<file path="src/rtl/pool_stream_layer.sv">
// pool_stream_layer: streaming k x k non-overlapping max/avg pooling over a
// channel-parallel raster pixel stream, with valid/ready input, stall-aware
// output and a frame-done pulse.
//
// state | meaning
// IDLE  | waiting for i_start, input not ready
// RUN   | accepting pixels, accumulating windows
// DRAIN | all pixels taken, waiting for the last result to be consumed
module pool_stream_layer #(
  parameter int input_channels       = 5,
  parameter int img_width            = 24,
  parameter int kernel_dim           = 2,
  parameter int datatype_size        = 4,
  parameter int output_datatype_size = 4,
  parameter int out_width            = img_width / kernel_dim
) (
  input  logic                                                  clk,
  input  logic                                                  rst,
  input  logic                                                  i_start,
  input  logic                                                  i_mode,
  input  logic                                                  i_valid,
  input  logic [input_channels-1:0][datatype_size-1:0]          i_data,
  output logic                                                  o_ready,
  input  logic                                                  i_next_busy,
  output logic                                                  o_valid,
  output logic [input_channels-1:0][output_datatype_size-1:0]   o_func_data,
  output logic                                                  o_busy,
  output logic                                                  o_done
);

  localparam int lk        = $clog2(kernel_dim);
  localparam int acc_w     = datatype_size + 2 * lk;
  // Counters are wide enough to hold img_width itself so the in-range limit
  // never wraps to zero when the image side is a power of two.
  localparam int cw        = $clog2(img_width + 1);
  // One spare accumulator column when img_width is not a multiple of the
  // kernel, so the out-of-range column index still reads a real entry.
  localparam int acc_depth = (img_width + kernel_dim - 1) / kernel_dim;
  localparam int idx_w     = (acc_depth > 1) ? $clog2(acc_depth) : 1;
  localparam logic [cw-1:0] lim      = cw'(out_width * kernel_dim);
  localparam logic [cw-1:0] last_pos = cw'(img_width - 1);

  typedef enum logic [1:0] {IDLE, RUN, DRAIN} state_t;

  state_t            state;
  logic [cw-1:0]     row;
  logic [cw-1:0]     col;
  logic              mode;
  logic [acc_w-1:0]  acc [acc_depth][input_channels];
  logic [acc_w-1:0]  pix [input_channels];
  logic [acc_w-1:0]  cur [input_channels];
  logic [acc_w-1:0]  nxt [input_channels];
  logic [acc_w-1:0]  res [input_channels];
  logic [idx_w-1:0]  win;
  logic              accept;
  logic              in_range;
  logic              first_el;
  logic              last_el;
  logic              frame_end;
  logic              consume;

  assign win       = idx_w'(col >> lk);
  assign in_range  = (row < lim) && (col < lim);
  assign first_el  = (row[lk-1:0] == '0) && (col[lk-1:0] == '0);
  assign last_el   = in_range && (&row[lk-1:0]) && (&col[lk-1:0]);
  assign frame_end = (row == last_pos) && (col == last_pos);
  assign consume   = o_valid && !i_next_busy;
  assign o_ready   = (state == RUN) && !(o_valid && i_next_busy);
  assign accept    = i_valid && o_ready && !i_start;
  assign o_busy    = (state != IDLE) || o_valid;

  // Per-channel accumulator update and the pooled result it would produce.
  always_comb begin
    for (int ch = 0; ch < input_channels; ch++) begin
      pix[ch] = acc_w'(i_data[ch]);
      cur[ch] = acc[win][ch];
      if (first_el)
        nxt[ch] = pix[ch];
      else if (mode)
        nxt[ch] = cur[ch] + pix[ch];
      else
        nxt[ch] = (pix[ch] > cur[ch]) ? pix[ch] : cur[ch];
      res[ch] = mode ? (nxt[ch] >> (2 * lk)) : nxt[ch];
    end
  end

  // Control FSM, raster counters, accumulators and registered outputs.
  always_ff @(posedge clk) begin
    if (rst) begin
      state       <= IDLE;
      row         <= '0;
      col         <= '0;
      mode        <= 1'b0;
      o_valid     <= 1'b0;
      o_func_data <= '0;
      o_done      <= 1'b0;
      for (int d = 0; d < acc_depth; d++)
        for (int ch = 0; ch < input_channels; ch++)
          acc[d][ch] <= '0;
    end else begin
      o_done <= 1'b0;
      if (consume)
        o_valid <= 1'b0;
      if (i_start) begin
        // Start from IDLE and restart mid-frame share one path; a pending
        // result is dropped and no done pulse is produced.
        state   <= RUN;
        row     <= '0;
        col     <= '0;
        mode    <= i_mode;
        o_valid <= 1'b0;
      end else begin
        case (state)
          RUN: begin
            if (accept) begin
              if (in_range)
                for (int ch = 0; ch < input_channels; ch++)
                  acc[win][ch] <= nxt[ch];
              if (last_el) begin
                o_valid <= 1'b1;
                for (int ch = 0; ch < input_channels; ch++)
                  o_func_data[ch] <= output_datatype_size'(res[ch]);
              end
              if (col == last_pos) begin
                col <= '0;
                row <= row + 1'b1;
              end else begin
                col <= col + 1'b1;
              end
              if (frame_end)
                state <= DRAIN;
            end
          end
          DRAIN: begin
            if (!o_valid || consume) begin
              state  <= IDLE;
              o_done <= 1'b1;
            end
          end
          default: ;
        endcase
      end
    end
  end

endmodule
</file>
<file path="config.mk">
export PLATFORM = sky130hd
export DESIGN_NAME = pool_stream_layer
export DESIGN_NICKNAME = d
export VERILOG_FILES = /design/src/rtl/pool_stream_layer.sv
export SDC_FILE = /design/constraint.sdc
export NUM_CORES = 1
export LEC_CHECK = 0
export BUFFER_PORTS_ARGS = -buffer_cell sky130_fd_sc_hd__buf_4
export CAP_MARGIN = 5
export CORE_MARGIN = 5
export CORE_UTILIZATION = 60
export DETAILED_ROUTE_END_ITERATION = 7
export PLACE_DENSITY = 0.78
export SLEW_MARGIN = 20
export SYNTH_ARGS = -nofsm -noshare
export SYNTH_HDL_FRONTEND = slang
export SYNTH_SLANG_ARGS = --single-unit
</file>
<file path="constraint.sdc">
create_clock -name clk -period 10.9 [get_ports clk]
set_clock_uncertainty 0.1 [all_clocks]
set_input_delay 2.18 -clock clk [delete_from_list [all_inputs] [get_ports clk]]
set_output_delay 2.18 -clock clk [all_outputs]
set_load 0.05 [all_outputs]
</file>
# Yosys cells after proc, flatten, opt, wreduce, memory -nomap -nowiden
# Memory sizes are Yosys's and may differ from the RTL's. A register that Yosys moved wholly into a read port is not among the register bits.
# Cells that the tools add are included.
# Widths: inputs -> output; s select.
[classes]
n_addsub = 7
multipliers = 0
n_div = 0
order_cmp = 7
eq_ne = 10
shift = 0
muxes = 44
bitwise_logic = 4
n_reduce_logical = 27
[op_table]
columns = ["op", "count"]
rows = [
  ["$mux 6", 15],
  ["$mux 4", 8],
  ["$add 6x4->6", 5],
  ["$gt 4x6->1", 5],
  ["$mux 30", 1],
  ["$reduce_or 30->1", 1],
  ["$mux 1", 15],
  ["$reduce_and 4->1", 3],
  ["$add 5x1->5 const B", 2],
  ["$eq 5x5->1 const B", 2],
  ["$logic_and 1x1->1", 10],
  ["$lt 5x5->1 const B", 2],
  ["$ne 3x3->1 const B", 3],
  ["$mux 2", 3],
  ["$ne 2x2->1 const B", 3],
  ["$mux 5", 1],
  ["$logic_not 1->1", 4],
  ["$not 1->1", 4],
  ["$pmux 2 s2", 1],
  ["$reduce_bool 2->1", 2],
  ["$reduce_and 3->1", 1],
  ["$reduce_bool 3->1", 1],
  ["$reduce_or 3->1", 1],
  ["$eq 2x1->1 const B", 1],
  ["4 further kinds", 5],
]
[totals]
regBits = 35
latchBits = 0
ram_bits = 360
mem_bits_ro = 0
inputBits = 26
out_inout_bits = 24
elab_cells = 112
mem_count = 1
[mem_list]
columns = ["name", "words", "width", "rd", "rd_ports_with_merged_regs", "write_ports", "line_no", "source"]
rows = [
  ["acc", 12, 30, 1, 1, 12, "49", "logic [acc_w-1:0] acc [acc_depth][input_channels];"],
]

# Logic depth before layout (Yosys ltp)
# Gate-level depths: netlist of the first run.
[depth]
depth_word = 12
depth_mapped = 18
ltp_nobuf = 12

# Least setup slack after synthesis of the first run
# No wires, ideal clock.
[synth_path]
kind = "input -> output"
startpoint = "input port i_next_busy"
endpoint = "output port o_ready"
arrival_time_ns = 3.068
t_required_ns = 8.620
path_slack_ns = 5.552
stages = 2
n_path_buf = 0
path_cell_list = "and2_1 > nor2_1"
[synth_via]
elab_chain_cells = 3
[synth_rtl]
columns = ["item", "line_no", "source"]
rows = [
  ["start: declaration", "24", "input logic i_next_busy,"],
  ["$logic_and 1x1->1", "68", "assign o_ready = (state == RUN) && !(o_valid && i_next_busy);"],
  ["$logic_not 1->1", "68", ""],
  ["$logic_and 1x1->1", "68", ""],
  ["end: declaration", "23", "output logic o_ready,"],
]
# Every way passes these cells.

==> impl_metrics.ini, run 1 <==
[status]
outcome = finished, final reports clean

[floorplan]
die_area_mm2 = 0.0443
core_mm2 = 0.0397
initial_core_util = 0.607
num_rows = 73
chipWidth_um = 210
ios = 50
die_h_um = 210

[global_route]
antenna_found_initial = 1
grt_max_degree = 56
grt-ovfl-total = 0
first_global_vias = 15692
grt_first_pass_wirelength_um = 96600
grt_use_total = 0.292

[sta]
maxSlewViolCount = 0
max_slew_margin = 0.294
hold_viol = 0
fin_crit_sh = 0.529
setup_viol = 0
setup_tns_ns = 0
period_needed_ns = 5.77
fmax_mhz = 173
rsz0062_at_grt = no
worstMarginPinSlew_ns = 1.06

[worst_setup_path]
crit_fanout = 55
cp-start-kind = flop
r2r_setup_slack_ns = 5.13
cp_num_buf_inv = 2
slowest_stage = dfxtp_4
cp_slowest_stage_delay_ns = 0.91
rr_endpoint = acc[14][18]
cp.required_ns = 11.09
cp-end-kind = flop
criticalPathCategory = flop to flop
ff2ff_path_depth = 11
path_delay_family = compound AO/OA/AOI/OAI gates
arrival_ns = 5.96
worstPathCellList = buf_4, mux4_2, a22o_1, a221oi_1, ha_1, a21oi_1, a211oi_1, a22oi_1, mux2i_1, o21ai_1, inv_1

[yosys]
postSynthCellCount = 1730
synth.distinct_cells = 72
yosysTopAreaCell = edfxtp_1
synth-seq-cells = 519
seq_area_frac_synth = 0.630
async_flop_share = 0
yosysMostFrequentCell = edfxtp_1
synth_top_area_frac = 0.598
ys_warn_count = 0
synthTopCellsByCount = edfxtp_1 (480), nor2_1 (410), mux4_2 (122)
synth-edff-count = 480
syn_avg_cell_area_um2 = 13.9
synthTopCellsByArea = edfxtp_1 (60%), mux4_2 (11%), nor2_1 (6.4%), dfxtp_1 (3.2%), ha_1 (2.2%)
syn-cell-area_mm2 = 0.0241
synth_flop_cell = edfxtp_1

[clock_tree]
cts_buffers = 54
cts_buffer_depth = 3
cts_max_level = 2
clkLatencyLatePin_ns = 0.59
cts-root-buf = clkbuf_16
cts_resized = 0
clock_sinks = 519
post_cts_buffers = 0
cts_tree = done
clk_pin_slew_ns = 0.06
hold_buffers = 0

[placed_design]
place_hpwl_um = 37700
port_buffers = 49
dpl.cell_count = 2340
place.gp.congestion = 0.919

[min_path]
hold_class = flop to flop
min_to = o_done
hold_depth = 2
min-delay-start = state[1]

[power_and_ir_drop]
power_leakage_nw = 9.95
p_per_area_mw_per_mm2 = 162
vdd_ir_drop_max_v = 0.000166
power_frac_comb = 0.058
p_int_mw = 3.43
seqPwrFrac = 0.523
clkPwrFrac = 0.419
switching_share = 0.216
p_sw_mw = 0.947

[route]
vias = 15409
vias_per_cell = 6.32
drtPass1Iterations = 6
drc = 0
drt-total-wl_um = 64300
wl_per_cell_um = 26.4
postRouteAntennaNets = 0
drtIter0Drc = 2062

[run]
max-cap-violations = 0

[layout]
layout-drive-gt1-share = 0.172
area_growth_pct = 12.1
multiInputGateArea_mm2 = 0.00843
layout.nets = 1944
final-seq-area_mm2 = 0.0152
instances_no_fill = 2440
fillers = 2721
-- routing by layer --
| layer | GRT usage | share of wire |
|---|---|---|
| met5 | 0 | 0.00020 |
| met4 | 0.112 | 0.040 |
| met3 | 0.0667 | 0.13 |
| met2 | 0.467 | 0.48 |
| met1 | 0.400 | 0.36 |
-- cell families (layout without fill, tap and decap cells) --
kind of cell | after synthesis | in the layout | synth area share
simple gates | 564 | 564 | 0.100
flops | 519 | 519 | 0.630
buf+inv | 201 | 266 | 0.0386
compound gates | 186 | 186 | 0.0538
mux | 185 | 185 | 0.141
fa+ha+maj | 47 | 47 | 0.0260
xor+xnor | 27 | 27 | 0.00981
other cells | 1 | 121 | 0.000156
-- placed cells by master (no fill, tap or decap), types with 6 or more instances in the layout --
cell type    n
a211oi_1     6
a21oi_1     42
a221oi_1    11
a22o_1      14
a22oi_1     14
a31oi_1      9
and2_1       7
buf_4       96
bufinv_16    7
clkbuf_1    10
clkbuf_16   55
clkinv_1    22
conb_1     120
dfxtp_1     34
edfxtp_1   480
ha_1        42
inv_1       69
mux2_2      11
mux2i_1     50
mux4_2     122
nand2_1     67
nand2b_1     6
nand3_1      6
nand4_1      8
nor2_1     409
nor2_4       9
nor2b_1     17
o211a_1      6
o211ai_1     7
o21ai_0     26
o21bai_1     6
xnor2_1     14
xor2_1      13
-- area by class of cell --
type | instances | area share
diodes | 1 | 0.0000926
clock buffers | 65 | 0.0523
clock inverters | 34 | 0.0123
inverters | 71 | 0.00986
multi-input cells | 1129 | 0.312
flip-flops and latches | 519 | 0.563
well taps | 525 | 0.0243
repair buffers | 96 | 0.0267
-- flip-flops by register name (all words and copies together) (netlist names), named ones only --
| register | flops |
|---|---|
| o_valid | 1 |
| o_done | 1 |
| state | 2 |
| o_func_data | 20 |
| col | 5 |
| row | 5 |
| mode | 1 |
| acc | 480 |
-- power by group through the flow --
stage               sequential [mW]  combinational, mW  clock [mW]
floorplan                      2.32              0.168           0
global placement               2.32              0.240           0
detailed placement             2.33              0.245           0
CTS                            2.29              0.247        1.85
global route                   2.30              0.270        1.93
finish                         2.29              0.253        1.83
-- metrics by stage --
step	hold slack (ns)	utilization	setup WS (ns)	area, um^2	power (mW)
global placement	0.362	0.636	5.35	25300	2.56
finish	0.370	0.680	5.13	27000	4.38
floorplan	0.328	-	5.55	24500	2.49
global route	0.407	0.680	4.81	27000	4.50
detailed placement	0.359	0.636	5.22	25300	2.57
CTS	0.367	0.680	5.17	27000	4.39
-- how the worst max path moves through the flow --
stage,start,to,slack (ns),cells after the start
after global routing,flop,acc[12][18],4.81,11
after floorplan,i_next_busy,o_ready,5.55,2
after global placement,flop,acc[12][18],5.35,12
final,flop,acc[14][18],5.13,11
after CTS,flop,acc[14][18],5.17,11
after detailed placement,flop,acc[12][18],5.22,11
-- worst reg2reg max path, cell delays in order (launching register included) --
cell	delay, ns
dfxtp_4	0.91
buf_4	0.87
mux4_2	0.47
a22o_1	0.25
a221oi_1	0.51
ha_1	0.43
a21oi_1	0.25
a211oi_1	0.13
a22oi_1	0.46
mux2i_1	0.18
o21ai_1	0.73
inv_1	0.18
Power figures use the tool's default switching activity.
==> run 2: changes to the inputs <==
--- a/config.mk
+++ b/config.mk
@@ -8,9 +8,9 @@
 export BUFFER_PORTS_ARGS = -buffer_cell sky130_fd_sc_hd__buf_4
 export CAP_MARGIN = 5
 export CORE_MARGIN = 5
-export CORE_UTILIZATION = 60
+export CORE_UTILIZATION = 57
 export DETAILED_ROUTE_END_ITERATION = 7
-export PLACE_DENSITY = 0.78
+export PLACE_DENSITY = 0.77
 export SLEW_MARGIN = 20
 export SYNTH_ARGS = -nofsm -noshare
 export SYNTH_HDL_FRONTEND = slang
==> constraint.sdc (replaced) <==
create_clock -name clk -period 4.8 [get_ports clk]
set_clock_uncertainty 0.1 [all_clocks]
set_input_delay 0.96 -clock clk [delete_from_list [all_inputs] [get_ports clk]]
set_output_delay 0.96 -clock clk [all_outputs]
set_load 0.05 [all_outputs]
==> run 2 against run 1 <==
Effect of this change: critical path depth is the same; combinational power grew 130%; sequential power grew 130%; register-to-register slack lost 4.9 ns; via count grew 0.56%.
==> impl_metrics.ini, run 2 (synthesis gave the netlist of run 1 again) <==
[sta]
maxSlewViolCount = 0
rsz0062_at_grt = no
max_slew_margin = 0.287
worstMarginPinSlew_ns = 1.07
hold_viol = 0
setup_tns_ns = 0
setup_slack_ns = 0.247
fmax_mhz = 220
period_needed_ns = 4.55
hold_ws_ns = 0.359
setup_viol = 0
fin_crit_sh = 0.949

[floorplan]
die_h_um = 216
ios = 50
chipWidth_um = 216
num_rows = 75
initial_core_util = 0.576
core_mm2 = 0.0419
die_area_mm2 = 0.0465

[layout]
largest-register = acc
area_growth_pct = 13.9
fillers = 2910
layout.nets = 1979
fin_area_mm2 = 0.0275
layout-drive-gt1-share = 0.193
multiInputGateArea_mm2 = 0.00843
reg_top3 = acc x480, o_func_data x20
largest_reg_flops = 480
layout_common_cells = edfxtp_1 (480), nor2_1 (409), buf_4 (125)
final_common_cell = edfxtp_1
final-seq-area_mm2 = 0.0152
finalCoreUtilization = 0.656
instances_no_fill = 2491

[power_and_ir_drop]
power_frac_comb = 0.058
switching_share = 0.216
vdd_ir_drop_max_v = 0.000285
p_total_mw = 10.1
seqPwrFrac = 0.515
power_leakage_nw = 10.2
p_int_mw = 7.90
clkPwrFrac = 0.427
p_sw_mw = 2.18
p_per_area_mw_per_mm2 = 367

[global_route]
first_global_vias = 15754
grt_max_degree = 58
grt_use_total = 0.277
grt_first_pass_wirelength_um = 96800
grt-ovfl-total = 0
antenna_found_initial = 2

[clock_tree]
cts_tree = done
cts_buffers = 54
clkLatencyLatePin_ns = 0.60
post_cts_buffers = 0
cts-root-buf = clkbuf_16
cts_max_level = 2
clk_pin_slew_ns = 0.06
clock_sinks = 519
cts_resized = 0
hold_buffers = 0
cts_buffer_depth = 3

[worst_setup_path]
cp-start-kind = flop
arrival_ns = 4.73
cp-end-kind = flop
cp_slowest_stage_delay_ns = 0.85
cp.required_ns = 4.98
r2r_setup_slack_ns = 0.25
rr_endpoint = acc[13][7]
ff2ff_path_depth = 11
path_delay_family = multiplexers
slowest_stage = a221o_1
crit_path_end = acc[13][7]
criticalPathCategory = flop to flop
worstPathCellList = buf_12, mux4_2, mux4_2, inv_1, ha_1, a21oi_1, o21ai_0, nand4b_4, mux2_4, a221o_1, inv_1
crit_cells = 11
cp_num_buf_inv = 3
crit_fanout = 20

[placed_design]
placed_cell_area_mm2 = 0.0256
place_hpwl_um = 38600
dpl.cell_count = 2389
place.gp.congestion = 0.878
detailedPlace.worstSlack_ns = 0.308
port_buffers = 49

[route]
vias_per_cell = 6.22
postRouteAntennaNets = 0
drc = 0
drt-total-wl_um = 63800
drtPass1Iterations = 5
drtIter0Drc = 1936
vias = 15495
wl_per_cell_um = 25.6

[min_path]
hold_class = flop to flop

[run]
max-cap-violations = 0

[status]
outcome = finished, final reports clean
[run 2: power by group through the flow]
stage | Clock (mW) | Combinational, mW | Sequential (mW)
after floorplan | 0 | 0.382 | 5.26
after CTS | 4.34 | 0.581 | 5.19
after detailed placement | 0 | 0.577 | 5.28
after global placement | 0 | 0.565 | 5.27
final | 4.30 | 0.589 | 5.19
after global routing | 4.54 | 0.635 | 5.20
[run 2: worst min-delay path, stage by stage, from the launching register on]
cell	delay, ns
dfxtp_1	0.31
nand2_1	0.05
a21oi_1	0.05
[run 2: worst min path at each step]
stage                     slack (ns)  cells past startpoint         endpoint             from
after floorplan                 0.33                      2           o_done         state[1]
after global placement          0.35                      2           o_done         state[1]
after detailed placement        0.35                      2           o_done         state[1]
after CTS                       0.36                      2           o_done         state[1]
after global routing            0.39                      2           o_done         state[1]
final                           0.36                      2  o_func_data[14]  o_func_data[14]
[run 2: routing by layer]
metal	part of all wire	wire [um]	GRT usage
met2	0.49	31400	0.458
met5	0.00020	13	0
met3	0.11	6870	0.0503
met1	0.36	22800	0.370
met4	0.042	2680	0.114
[run 2: area by class of cell]
cell class | count | share of cell area
tap | 539 | 0.0246
antenna | 1 | 0.0000911
timing repair buffer | 131 | 0.0385
inverter | 71 | 0.00970
multi-input combinational | 1129 | 0.307
clock inverter | 29 | 0.0121
clock buffer | 72 | 0.0544
sequential | 519 | 0.554
